File: src/rtl/uart_tx_feeder.sv
// uart_tx_feeder
//   Character buffer and sequencer that sits directly upstream of uart_tx.
//   Producers push characters into a synchronous FIFO at any rate. The feeder
//   pops one character at a time, presents it on to_sent, issues a one-cycle
//   flush and then follows uart_tx busy. Frames therefore go out back-to-back,
//   separated by a programmable idle gap.
//
// Ports
//   clk       in   system clock
//   rst_n     in   asynchronous reset, active low
//   wr_data   in   character to enqueue
//   wr_en     in   enqueue strobe, accepted only while full is low
//   full      out  FIFO holds DEPTH entries
//   empty     out  FIFO holds no entries
//   level     out  current entry count, 0..DEPTH
//   overflow  out  sticky flag: a write was dropped while full
//   ovf_clr   in   clears overflow; a drop in the same cycle takes priority
//   to_sent   out  character for uart_tx, held from pop until the frame ends
//   flush     out  one-cycle start pulse for uart_tx
//   busy      in   uart_tx frame-in-progress indication
module uart_tx_feeder #(
  parameter int DATA_WIDTH   = 7,
  parameter int DEPTH        = 16,
  parameter int ADDR_W       = $clog2(DEPTH),
  parameter int BUSY_TIMEOUT = 16,
  parameter int GAP_CLKS     = 1
) (
  input  logic                  clk,
  input  logic                  rst_n,
  input  logic [DATA_WIDTH-1:0] wr_data,
  input  logic                  wr_en,
  output logic                  full,
  output logic                  empty,
  output logic [ADDR_W:0]       level,
  output logic                  overflow,
  input  logic                  ovf_clr,
  output logic [DATA_WIDTH-1:0] to_sent,
  output logic                  flush,
  input  logic                  busy
);

  typedef enum logic [2:0] {
    IDLE,
    FLUSH,
    WAIT_HI,
    WAIT_LO,
    GAP
  } state_t;

  localparam int TMR_W = $clog2(BUSY_TIMEOUT);
  localparam int GAP_W = (GAP_CLKS > 1) ? $clog2(GAP_CLKS) : 1;
  localparam logic [TMR_W-1:0] TMR_LAST  = TMR_W'(BUSY_TIMEOUT - 1);
  localparam logic [GAP_W-1:0] GAP_LAST  = GAP_W'((GAP_CLKS > 0) ? GAP_CLKS - 1 : 0);
  localparam logic [ADDR_W:0]  DEPTH_CNT = (ADDR_W + 1)'(DEPTH);

  logic [DATA_WIDTH-1:0] mem [DEPTH];
  logic [ADDR_W-1:0]     wr_ptr;
  logic [ADDR_W-1:0]     rd_ptr;
  logic [ADDR_W:0]       count;
  state_t                state;
  state_t                state_nxt;
  logic [TMR_W-1:0]      timer;
  logic [TMR_W-1:0]      timer_plus1;
  logic [GAP_W-1:0]      gap_cnt;
  logic                  push;
  logic                  pop;
  logic                  flush_nxt;

  // Status flags come straight from the registered count, so they never
  // glitch on a same-cycle write or pop.
  assign full        = (count == DEPTH_CNT);
  assign empty       = (count == '0);
  assign level       = count;
  assign push        = wr_en && !full;
  assign timer_plus1 = timer + TMR_W'(1);

  // Storage array carries no reset; stale entries are unreachable once the
  // pointers and count return to zero.
  always_ff @(posedge clk) begin
    if (push) begin
      mem[wr_ptr] <= wr_data;
    end
  end

  // Pointers, occupancy and the sticky overflow flag. A push and a pop in the
  // same cycle cancel in the count. A write attempted while full is dropped
  // even if a pop frees a slot that same cycle, because full is registered.
  always_ff @(posedge clk or negedge rst_n) begin
    if (!rst_n) begin
      wr_ptr   <= '0;
      rd_ptr   <= '0;
      count    <= '0;
      overflow <= 1'b0;
    end else begin
      if (push) begin
        wr_ptr <= wr_ptr + ADDR_W'(1);
      end
      if (pop) begin
        rd_ptr <= rd_ptr + ADDR_W'(1);
      end
      case ({push, pop})
        2'b10:   count <= count + (ADDR_W + 1)'(1);
        2'b01:   count <= count - (ADDR_W + 1)'(1);
        default: count <= count;
      endcase
      if (wr_en && full) begin
        overflow <= 1'b1;
      end else if (ovf_clr) begin
        overflow <= 1'b0;
      end
    end
  end

  // Sequencer state register.
  always_ff @(posedge clk or negedge rst_n) begin
    if (!rst_n) begin
      state <= IDLE;
    end else begin
      state <= state_nxt;
    end
  end

  // Next-state logic. A busy level seen while idle is ignored; only the FIFO
  // occupancy decides when the next character is popped. If uart_tx never
  // acknowledges a flush, the same character is flushed again after the timeout.
  always_comb begin
    state_nxt = state;
    case (state)
      IDLE: begin
        if (!empty) begin
          state_nxt = FLUSH;
        end
      end
      FLUSH: begin
        state_nxt = WAIT_HI;
      end
      WAIT_HI: begin
        if (busy) begin
          state_nxt = WAIT_LO;
        end else if (timer_plus1 == TMR_LAST) begin
          state_nxt = FLUSH;
        end
      end
      WAIT_LO: begin
        if (!busy) begin
          state_nxt = (GAP_CLKS == 0) ? IDLE : GAP;
        end
      end
      GAP: begin
        if (gap_cnt == GAP_LAST) begin
          state_nxt = IDLE;
        end
      end
      default: begin
        state_nxt = IDLE;
      end
    endcase
  end

  // Output decode. The flush pulse is registered from the FLUSH state, so it
  // appears on the wire one cycle after the sequencer enters FLUSH.
  always_comb begin
    pop       = (state == IDLE) && !empty;
    flush_nxt = (state == FLUSH);
  end

  // Registered outputs and the retry and gap counters.
  always_ff @(posedge clk or negedge rst_n) begin
    if (!rst_n) begin
      to_sent <= '0;
      flush   <= 1'b0;
      timer   <= '0;
      gap_cnt <= '0;
    end else begin
      flush <= flush_nxt;
      if (pop) begin
        to_sent <= mem[rd_ptr];
      end
      if (state == FLUSH) begin
        timer <= '0;
      end else if (state == WAIT_HI && !busy) begin
        timer <= timer_plus1;
      end
      if (state == WAIT_LO) begin
        gap_cnt <= '0;
      end else if (state == GAP) begin
        gap_cnt <= gap_cnt + GAP_W'(1);
      end
    end
  end

endmodule

File: config.mk
export PLATFORM = sky130hd
export DESIGN_NAME = uart_tx_feeder
export DESIGN_NICKNAME = d
export VERILOG_FILES = /design/src/rtl/uart_tx_feeder.sv
export SDC_FILE = /design/constraint.sdc
export NUM_CORES = 1
export LEC_CHECK = 0
export CAP_MARGIN = 30
export CORE_ASPECT_RATIO = 1.1
export CORE_UTILIZATION = 45
export CTS_CLUSTER_DIAMETER = 30
export DETAILED_ROUTE_END_ITERATION = 10
export GPL_ROUTABILITY_DRIVEN = 0
export HOLD_SLACK_MARGIN = 0.05
export PLACE_DENSITY = 0.73
export SYNTH_ARGS = -nofsm -noshare
export SYNTH_HDL_FRONTEND = slang
export SYNTH_SLANG_ARGS = --single-unit
export TNS_END_PERCENT = 100
File: constraint.sdc
create_clock -name clk -period 3.9 [get_ports clk]
set_clock_uncertainty 0.2 [all_clocks]
set_input_delay 0.585 -clock clk [delete_from_list [all_inputs] [get_ports clk]]
set_output_delay 0.585 -clock clk [all_outputs]
set_load 0.02 [all_outputs]
== After elaboration in Yosys (flattened, before gate mapping) ==
Memories as Yosys holds them, arrays and structs flattened. A register that Yosys moved wholly into a read port is not among the register bits.
Index checks and enable logic that the tools add are counted.

* Word-level logic and storage cells: 57
* Bits in registers: 23
* Memories kept: 1
* Input port bits: 12
* Output and inout bits: 16
* Bits in latches: 0
* RAM bits: 112
* Bits in read-only memories: 0

{| class="wikitable"
|+ Memories
! name !! depth !! width !! rd ports !! clocked after Yosys merged registers in !! write ports !! line !! RTL
|-
| mem || 16 || 7 || 1 || 1 || 1 || 56 || <nowiki>logic [DATA_WIDTH-1:0] mem [DEPTH];</nowiki>
|}

* Multiplexer cells: 15
* Divide/modulo/power cells: 0
* Shift-type cells: 0
* Equality and inequality tests: 12
* Reduce and logical (&&, ||, !) cells: 15
* $add $sub $neg: 6
* Bitwise logic cells: 0
* Multipliers: 0
* $lt $le $gt $ge: 0

{| class="wikitable"
|+ Operators with widths
! kind !! count
|-
| 3-bit two-way mux || 5
|-
| 3-bit case mux with 5 select lines || 1
|-
| 4-bit by 1-bit adder with 4-bit output, second input constant || 3
|-
| 5-bit case mux with 2 select lines || 1
|-
| 4-bit two-way mux || 2
|-
| 2-bit nonzero test || 4
|-
| 3-bit by 2-bit == test with 1-bit output, second input constant || 2
|-
| 1-bit two-way mux || 6
|-
| 2-bit != test, second input constant || 3
|-
| 5-bit by 1-bit adder with 5-bit output, second input constant || 1
|-
| 5-bit == test, second input constant || 1
|-
| 5-bit zero test || 1
|-
| 5-bit by 1-bit subtractor with 5-bit output, second input constant || 1
|-
| 4-bit == test, second input constant || 1
|-
| 1-bit logical AND || 4
|-
| 1-bit zero test || 4
|-
| 4-bit AND reduction || 1
|-
| 3-bit by 1-bit == test with 1-bit output, second input constant || 1
|-
| 3-bit == test, second input constant || 1
|-
| 3-bit zero test || 1
|-
| 3-bit != test, second input constant || 1
|-
| 2-bit by 1-bit == test with 1-bit output, second input constant || 1
|-
| 2-bit == test, second input constant || 1
|-
| 1-bit adder, second input constant || 1
|}

== Depth between registers and ports, before layout ==
* Word-level depth: 5
* Gate-level depth with buffers: 13
* Gate-level depth less buffers: 10

== Worst setup path after synthesis ==
Ideal clock, no wire load.

* Path type: reg2reg
* Start point: reg count[2] (netlist: level[2])
* End point: reg count[4] (netlist: level[4])
* Path buffers: 3
* Setup slack: 0.905 ns
* Library setup time: 0.140 ns
* Clock period less this slack: 2.995 ns
* Stages on the path, launching flop included: 14
* Data arrival time: 2.655 ns
* Data required time: 3.560 ns
* Cells stage by stage: dfrtp_1 clkbuf_1 nor4_1 a21o_1 buf_4 inv_2 ha_1 clkbuf_1 xor2_1 ha_1 nor2_1 o32ai_1 a2111oi_0 a211oi_1

* Word-level cells in the longest chain between the ends: 5
* Elaborated cells between the ends (all ways): 12
* Those cells by class: add/sub (2); eq/ne (3); mux (1); reduce/logical (6)

{| class="wikitable"
|+ Ends and longest elaborated chain
! item !! line !! RTL
|-
| from (decl) || 59 || <nowiki>logic [ADDR_W:0] count;</nowiki>
|-
| from (signal assigned) || 102 || <nowiki>2'b10: count <= count + (ADDR_W + 1)'(1);</nowiki>
|-
| from (signal assigned) || 103 || <nowiki>2'b01: count <= count - (ADDR_W + 1)'(1);</nowiki>
|-
| from (signal assigned) || 104 || <nowiki>default: count <= count;</nowiki>
|-
| 5-bit zero test (*) || 72 || <nowiki>assign empty = (count == '0);</nowiki>
|-
| 1-bit zero test (*) || 163 || <nowiki>pop = (state == IDLE) && !empty;</nowiki>
|-
| 1-bit logical AND (*) || 163 ||
|-
| via pop || 66 || <nowiki>logic pop;</nowiki>
|-
| 2-bit by 1-bit == test with 1-bit output / 2-bit == test (equally long branches) || 101 || <nowiki>case ({push, pop})</nowiki>
|-
| 5-bit case mux with 2 select lines / 2-bit nonzero test (equally long branches) || - ||
|}

Mark *: on every way through the listed nets, which the timed path passes. The rest lies on a longest branch.
A chain may end at the register's enable or synchronous reset.

== Final worst setup path ==
* Start point: reg count[1] (netlist: level[1])
* End point: reg count[4] (netlist: level[4])

* Word-level cells in the longest chain between the ends: 5
* Elaborated cells between the ends (all ways): 12
* Those cells by class: add/sub (2); eq/ne (3); mux (1); reduce/logical (6)

{| class="wikitable"
|+ Ends and longest elaborated chain
! item !! line
|-
| 5-bit == test / 5-bit zero test (equally long branches) || 71, 72
|-
| 1-bit zero test, on equally long branches || 74, 163
|-
| 1-bit logical AND, on equally long branches || 74, 163
|-
| 2-bit by 1-bit == test with 1-bit output / 2-bit == test (equally long branches) || 101
|-
| 5-bit case mux with 2 select lines / 2-bit nonzero test (equally long branches) || -
|}

Parallel ways exist; a longest one is shown, timed or not.

==> results_dict.tcl <==
set metrics [dict create \
    stdcell_count 559 \
    fin_ws_ps 656.5 \
    power_density_nw_per_um2 774.2 \
    postRouteAntennaNets 0 \
    synth_ff_type "edfxtp_1" \
    rrSetupSlack_ps 660 \
    rsz0062_at_grt "no" \
    status "finished, violations left" \
    cp-start-kind "register" \
    first_global_vias 3332 \
    synth_area_per_cell_um2 16.91 \
    grt-ovfl-total 0 \
    cts_buffers 17 \
    start_util_pct 46.62 \
    wl_per_cell_um 20.61 \
    die-area_um2 13620 \
    rr_startpoint "level[1]" \
    relSlewSlack_pct 47.94 \
    drv_cap 0 \
    hold_class "reg2reg" \
    endpoint_kind "register" \
    ys_warn_count 0 \
    p_leak_nw 2.473 \
    drt_pass1_iterations 7 \
    fmax_mhz 308.3 \
    syn-instance-count 350 \
    r2r_end "level[4]" \
    dpl.cell_count 528 \
    utilization_pct 54.83 \
    rows 43 \
    cts_resized 0 \
    violations "DRC" \
    path_class "reg2reg" \
    worst_ep_arrival_time_ps 3360 \
    whs_path_depth 1 \
    grt_pass1_wl_um 18340 \
    cts_tree "built" \
    worst_pin_slew_ps 778.5 \
    fp.dieW_um 111.4 \
    port_buffers 27 \
    min_period_ps 3244 \
    fillers 991 \
    seq_area_frac_synth_pct 69.50 \
    wirelength_um 11520 \
    die_height_um 122.3 \
    grt_usage_pct 18.86 \
    yosysUniqueCellTypes 46 \
    clkLatencyLatePin_ps 420 \
    drt_iter0_markers 343 \
    ctsHoldBuffers 0 \
    cts.sinks 142 \
    hold-path-endpoint "overflow" \
    r2r_cells 10 \
    core_area_um2 12700 \
    vias 3201 \
    post-cts-setup-buffers 0 \
    crit_required_ps 4020 \
    hold_viol 0 \
    ir_drop_mv 0.3389 \
    antenna_found_initial 0 \
    async_flop_share_pct 21.13 \
    clk_root_buffer_cell "clkbuf_16" \
    nNetsFinal 413 \
    fin_setup_tns_ps 0 \
    fin_crit_sh_pct 83.17 \
    crit_fanout 9 \
    maxSlewViolCount 0 \
    via_per_inst 5.726 \
    hpwlAfterDp_um 7475 \
    cts-htree-levels 4 \
    ioPinCount 28 \
    dpl_cell_area_um2 6382 \
    synth_area_um2 5919 \
    hp-start "overflow" \
    cts.clk_slew.worst_paths_ps 60 \
    drive_above_1_share_pct 17.41 \
    synth_edf_count 112 \
    area.growth.synth_to_final_pct 17.61 \
    synth_seq_cells 142 \
    final_cell_area_um2 6962 \
    place_ws_ps 459.8 \
    setup_viol 0 \
    clockBufferDepth 2 \
    grt_max_degree 21 \
    synthesis.nets 373 \
    drc 8 \
    num_antenna_cells 0 \
]
[worst max-delay path by stage]
stage | depth (start not counted) | startpoint | endpoint
6_report | 10 | level[1] | level[4]
5_1_grt | 10 | level[1] | level[4]
4_1_cts | 10 | level[1] | level[4]
3_5_place_dp | 10 | wr_en | level[4]
3_3_place_gp | 10 | wr_en | level[4]
2_1_floorplan | 13 | level[2] | level[4]
[metrics by stage]
stage	hold slack (ps)	power [mW]
2_1_floorplan	89.41	3.306
5_1_grt	333.3	5.641
3_3_place_gp	296.9	3.765
3_5_place_dp	306.6	3.827
6_report	312.2	5.390
4_1_cts	320.0	5.412
[kinds of logic after synthesis]
family	synth area share, %
and+or+nand+nor	5.665
adders and majority gates	2.325
AOI/OAI and AO/OA	6.532
muxes	12.03
buffers and inverters	2.177
DFF	69.50
xor gates and xnor gates	1.776
[final cells by class]
| type | count | area (µm²) | area share [%] |
|---|---|---|---|
| clock buffers | 19 | 432.9 | 6.219 |
| repair buffers | 38 | 352.8 | 5.068 |
| well taps | 157 | 196.4 | 2.822 |
| inverters | 11 | 41.29 | 0.5931 |
| clock inverters | 12 | 146.4 | 2.103 |
| multi-input cells | 180 | 1677 | 24.08 |
| flip-flops and latches | 142 | 4115 | 59.11 |
[power by group]
part / internal [mW] / switching (mW)
Combinational: 0.804 / 0.770
Clock: 0.993 / 0.591
Sequential: 1.90 / 0.335
[routing by layer]
metal	part of all wire (%)	up-vias	track usage, %
li1	-	1446	-
met3	4.8	22	4.642
met5	0	-	0
met4	2.4	0	10.14
met1	43	1623	23.61
met2	50	110	30.66
[cells in the final DEF (no fill, tap or decap), types with 4 or more instances in the layout]
master / count
buf_4: 11
nor3_1: 4
xor2_1: 4
edfxtp_1: 112
nand2_1: 17
a21oi_1: 9
mux4_2: 28
o21ai_0: 6
ha_1: 11
clkbuf_16: 17
nor2_1: 23
a211o_1: 7
dfrtp_1: 29
mux2i_1: 7
nand2b_1: 4
clkdlybuf4s50_1: 27
xnor2_1: 8
inv_1: 10
a22o_1: 8
nor2b_1: 12
[cells in the mapped netlist, drive strengths merged, types with 2 or more instances]
cell type / number / area, µm²
mux4: 28 / 630.6
xnor2: 8 / 70.07
a21o: 3 / 22.52
nand2: 17 / 63.81
inv: 11 / 41.29
xor2: 4 / 35.03
o21ai: 7 / 35.03
a21oi: 9 / 45.04
clkbuf: 8 / 30.03
nor3: 4 / 20.02
nor2: 23 / 86.33
nand4: 2 / 12.51
mux2i: 7 / 70.07
a211o: 7 / 61.31
o31ai: 3 / 22.52
buf: 9 / 57.56
a211oi: 3 / 22.52
nand3: 3 / 15.01
dfrtp: 30 / 750.7
a22o: 8 / 70.07
ha: 11 / 137.6
nor2b: 12 / 75.07
edfxtp: 112 / 3363
nand2b: 4 / 25.02
[registers in the layout (all words and copies together), names as in the netlist]
name and cells:
flush 1, gap_cnt 1, level 5, mem 112, overflow 1, rd_ptr 4
state 3, timer 4, to_sent 7, wr_ptr 4
[worst max-delay path, cell delays in order, from the launching register on]
cell       delay, ps
dfrtp_1          460
nor4_1           510
a21boi_2         220
inv_1            120
ha_1             370
xor2_1           180
ha_1             210
nor2_1            70
o32ai_1          330
a2111oi_0        170
a211oi_1         290
Note: power is estimated with default switching activity, not from simulation.
